===== src/rtl/toggle_hs_rx.sv =====
// Receive side of a two-phase toggle request/acknowledge link with a valid/ready output.
// Optional accepted-event counter is built only when TOGGLE_RX_CNT_EN is defined.
module toggle_hs_rx #(
    parameter int DW          = 8,
    parameter int SYNC_STAGES = 2,
    parameter int CNT_W       = 16
) (
    input  logic             clk,
    input  logic             rst,
    input  logic             req_t,
    input  logic [DW-1:0]    req_data,
    output logic             ack_t,
    output logic             out_valid,
    input  logic             out_ready,
    output logic [DW-1:0]    out_data,
    output logic [CNT_W-1:0] evt_cnt,
    output logic             err
);

    typedef enum logic [1:0] {
        IDLE,
        CAPT,
        HOLD
    } state_e;

    state_e                 stateQ;
    logic [SYNC_STAGES-1:0] syncQ;
    logic                   reqPrevQ;
    logic                   ackQ;
    logic                   validQ;
    logic                   errQ;
    logic [DW-1:0]          dataQ;
    logic                   reqS;
    logic                   tog;

    assign reqS = syncQ[SYNC_STAGES-1];
    assign tog  = reqS ^ reqPrevQ;

    // req_t is asynchronous to clk, so it only enters the logic through this chain.
    always_ff @(posedge clk or posedge rst) begin
        if (rst) begin
            syncQ <= '0;
        end else begin
            syncQ <= {syncQ[SYNC_STAGES-2:0], req_t};
        end
    end

    // A parity difference left over after a violation is served as a fresh event from IDLE.
    always_ff @(posedge clk or posedge rst) begin
        if (rst) begin
            stateQ   <= IDLE;
            reqPrevQ <= 1'b0;
            ackQ     <= 1'b0;
            validQ   <= 1'b0;
            errQ     <= 1'b0;
            dataQ    <= '0;
        end else begin
            case (stateQ)
                IDLE: begin
                    if (tog) begin
                        reqPrevQ <= reqS;
                        stateQ   <= CAPT;
                    end
                end
                CAPT: begin
                    dataQ  <= req_data;
                    validQ <= 1'b1;
                    stateQ <= HOLD;
                    if (tog) begin
                        errQ <= 1'b1;
                    end
                end
                HOLD: begin
                    if (tog) begin
                        errQ <= 1'b1;
                    end
                    if (out_ready) begin
                        validQ <= 1'b0;
                        ackQ   <= ~ackQ;
                        stateQ <= IDLE;
                    end
                end
                default: begin
                    stateQ <= IDLE;
                end
            endcase
        end
    end

    assign ack_t     = ackQ;
    assign out_valid = validQ;
    assign out_data  = dataQ;
    assign err       = errQ;

`ifdef TOGGLE_RX_CNT_EN
    logic [CNT_W-1:0] cntQ;
    logic [CNT_W-1:0] cntD;

    // Counts accepts only; wraps silently at full scale.
    always_comb begin
        cntD = cntQ;
        if (stateQ == HOLD && out_ready) begin
            cntD = cntQ + CNT_W'(1);
        end
    end

    always_ff @(posedge clk or posedge rst) begin
        if (rst) begin
            cntQ <= '0;
        end else begin
            cntQ <= cntD;
        end
    end

    assign evt_cnt = cntQ;
`else
    assign evt_cnt = '0;
`endif

endmodule


===== config.mk =====
export PLATFORM = sky130hd
export DESIGN_NAME = toggle_hs_rx
export DESIGN_NICKNAME = d
export VERILOG_FILES = /design/src/rtl/toggle_hs_rx.sv
export SDC_FILE = /design/constraint.sdc
export NUM_CORES = 1
export LEC_CHECK = 0
export CAP_MARGIN = 15
export CORE_MARGIN = 2
export CORE_UTILIZATION = 42
export CTS_CLUSTER_DIAMETER = 200
export DETAILED_ROUTE_END_ITERATION = 16
export PLACE_DENSITY = 0.83
export SETUP_SLACK_MARGIN = 0.5
export SLEW_MARGIN = 20
export SYNTH_ARGS = -nofsm -noshare
export SYNTH_HDL_FRONTEND = slang
export SYNTH_SLANG_ARGS = --single-unit

===== constraint.sdc =====
create_clock -name clk -period 4.13 [get_ports clk]
set_input_delay 0.826 -clock clk [delete_from_list [all_inputs] [get_ports clk]]
set_output_delay 0.826 -clock clk [all_outputs]
set_load 0.005 [all_outputs]

* Yosys cells after proc, flatten, opt, wreduce, memory -nomap -nowiden
Cells that the tools add are included.
** Storage, ports and cells
- Register bits after elaboration :: 16
- Input port bits :: 12
- Output and inout port bits :: 27
** Operators by class
- Equality and inequality tests :: 4
- Mux-type cells :: 5
- Bitwise logic cells :: 2
- Reduce and logical (&&, ||, !) cells :: 8
** Operators with widths (number)
- AND reduction 2 bit :: 5
- case mux 2 bit (3 select lines) :: 1
- two-way mux 2 bit :: 2
- inequality test 2 bit (second input constant) :: 2
- equality test 2 x 1 -> 1 bit (second input constant) :: 1
- equality test 2 bit (second input constant) :: 1
- zero test 2 bit :: 1
- case mux 1 bit (2 select lines) :: 1
- nonzero test 2 bit :: 1
- OR reduction 2 bit :: 1
- two-way mux 1 bit :: 1
- inverter 1 bit :: 1
- XOR 1 bit :: 1

* Longest topological paths before layout
- Depth in word-level cells :: 3
- Depth in mapped cells :: 6

* Least setup slack after synthesis
OpenSTA, ideal clock, no wires.
- Path kind :: input to register
- Start point :: in out_ready
- End point :: reg stateQ[1]
- Library setup time :: 127 ps
- Arrival time :: 1418 ps
- Data required time :: 4003 ps
- Path slack :: 2585 ps
- Stages :: 3
- Buffers on the path :: 0
- Cells stage by stage :: and2b_1 -> a21oi_2 -> mux2_1
** On the way
- Cells in the longest elaborated chain, start to end :: 2
** RTL lines
- start: declaration :: line 14 : input logic out_ready,
- inequality test 2 bit (no source line)
- AND reduction 2 bit (no source line)
- end signal: assignment :: line 51 : stateQ <= IDLE;
- end signal: assignment :: line 62 : stateQ <= CAPT;
- end signal: assignment :: line 68 : stateQ <= HOLD;
- end: declaration :: line 26 : state_e stateQ;
Every way passes these cells.
A chain may end at the register's enable or synchronous reset.

* Worst setup path after layout
- Start point :: reg ackQ (netlist: ack_t)
- End point :: out ack_t
** RTL lines
- start: declaration :: line 29 : logic ackQ;
- start signal: assignment :: line 79 : ackQ <= ~ackQ;
- end: declaration :: line 12 : output logic ack_t,
No word-level cell between the ends.

==> reports/qor.csv <==
metric,value,unit
status,"finished, final reports clean",
cts-buffers-inserted,3,
fin_area,1010,sq um
synth-xor-area-share,0.0316,
dp_hpwl,909,um
cp_max_fo,2,
maxCapViolCount,0,
drc_errors,0,
clockBufferDepth,2,
required,3.30,ns
total_power,0.657,mW
timing.reg2reg.setup_slack,2.72,ns
antenna_cells,0,
die_w,47.4,um
postSynthCellCount,63,
gr-usage-met3,0.0423,
final_common_cell,clkdlybuf4s50_1,
reg2reg_depth,3,
min_path_cells,0,
areaGrowthSynthToFinish,27.7,%
fillers,158,
peakVddDrop,364,uV
synthSimpleGateAreaFrac,0.0190,
grt_pass1_wl,1.90,mm
first_iter_violations,0,
synth_mux_area_frac,0.155,
slew_headroom,0.610,
synth_fa_ha_area_frac,0.0633,
nets,104,
crit_arrival,1.16,ns
place_area,973,sq um
grt.total_usage,0.128,
num_vias,477,
crit_family,buffers and inverters,
worstMarginPinSlew,0.585,ns
timing.final.hold_violations,0,
syn_area,791,sq um
grt_pass1_vias,446,
rsz0062_at_grt,no,
hold_ws,0.358,ns
critPathLaunchType,register,
die_area,2250,sq um
drtPass1Iterations,1,
die_h,47.4,um
cts_tree,yes,
cp_cell_sequence,clkdlybuf4s50_1,
path_clk_slew,0.10,ns
grt.busiest_layer,met2,
grt.overflow.total,0,
reg2reg_from,stateQ[1],
power.leakage,0.464,nW
finalSetupTns,0,ns
period_minus_slack,1.99,ns
ctsResizeCount,0,
globalRouteMet2Util,0.205,
setup_viol,0,
grt_max_degree,17,
hold_buffers,0,
synth_seq_cells,16,
endpoint_kind,output pin,
place_congestion,0.728,
clock.fmax,503,MHz
worstSetupPathType,register to output pin,
powerDensity,651,nW/um^2
min_to,syncQ[1],
clk_latency,0.28,ns
drive_gt1_frac,0.172,
coreArea,1750,sq um
clock_skew,0.00586,ns
wl,1.15,mm
crit_slowest_cell,clkdlybuf4s50_1,
clock-sinks,16,
ys_seq_area_frac,0.506,
cp_slowest_stage_delay,0.51,ns
hold_start,syncQ[0],
wl_per_cell,10.2,um
final_cell_mix,"clkdlybuf4s50_1, conb_1, dfrtp_1",
port_buffers,22,
period_share,0.481,
stdcell_count,112,
synth-compound-area-share,0.0427,
synth_top_family_by_area,buffers and inverters,
htreeDepth,1,
rows,15,
reg2reg_to,out_data[4],
syn_area_per_cell,12.6,sq um
grt_use_met1,0.153,
ant_nets,0,
finalMaxSlewViolations,0,
synth_cell_types,17,
yosys_warnings,0,
cts-root-buf,clkbuf_4,
dp_cells,108,
initial_core_util,0.453,
viasPerCell,4.26,
io_pins,39,
postCtsSetupRepairBufs,0,
grt_antenna_before_repair,0,
hp-class,register to register,
crit_buf_inv,1,
## worst max-delay path by stage
stage / from / endpoint / slack [ns] / depth (start not counted)
detailed placement: out_ready / stateQ[1] / 2.01 / 4
global placement: out_ready / stateQ[1] / 2.05 / 4
global route: out_data[6] / out_data[6] / 2.09 / 1
CTS: ack_t / ack_t / 2.12 / 1
finish: ack_t / ack_t / 2.14 / 1
floorplan: out_ready / stateQ[1] / 2.58 / 3
## per-stage QoR
step | setup WS (ns) | utilization
after floorplan | 2.58 | -
after global placement | 2.05 | 0.558
after detailed placement | 2.01 | 0.558
after CTS | 2.12 | 0.578
after global routing | 2.09 | 0.578
final | 2.14 | 0.578
## metal layers
metal  wire, um  vias to the layer above
met5          0                        -
met4         14                        0
met3         95                        2
met2        554                       28
met1        484                      229
li1           -                      218
## sequential cells by signal, summed over array words and instances (netlist names)
| name | count |
|---|---|
| out_data | 8 |
| stateQ | 2 |
| syncQ | 2 |
| ack_t | 1 |
| err | 1 |
| out_valid | 1 |
| reqPrevQ | 1 |
## power by group
group / switching [mW] / internal (mW)
sequential: 0.0364 / 0.223
clock: 0.0492 / 0.0536
combinational: 0.105 / 0.190
total: 0.191 / 0.467
## synth_stat cells
library cell / count / area, sq um
a21oi_2: 1 / 8.76
o21bai_1: 1 / 7.51
mux2i_1: 1 / 10.0
conb_1: 1 / 3.75
mux2_1: 1 / 11.3
buf_4: 16 / 120
mux2_2: 9 / 101
o21ai_0: 2 / 10.0
xnor2_2: 1 / 16.3
dfrtp_1: 16 / 400
inv_1: 4 / 15.0
nand2_1: 2 / 7.51
xnor2_1: 1 / 8.76
o21a_1: 1 / 7.51
buf_2: 1 / 5.00
and2b_1: 1 / 7.51
ha_1: 4 / 50.1
## kinds of logic (layout without fill, tap and decap cells)
| logic type | count (synthesis) | in the layout |
|---|---|---|
| simple gates | 3 | 3 |
| flops | 16 | 16 |
| other cells | 1 | 16 |
| buf+inv | 21 | 30 |
| xor+xnor | 2 | 2 |
| compound gates | 5 | 5 |
| fa+ha+maj | 4 | 4 |
| mux | 11 | 11 |
## area by class of cell
type	count	area, sq um	share of cell area
tap	25	31.3	0.0310
multi-input combinational	41	307	0.304
clock buffer	4	36.3	0.0359
sequential	16	400	0.397
timing repair buffer	22	220	0.218
inverter	4	15.0	0.0149
Note: power is estimated with default switching activity, not from simulation.
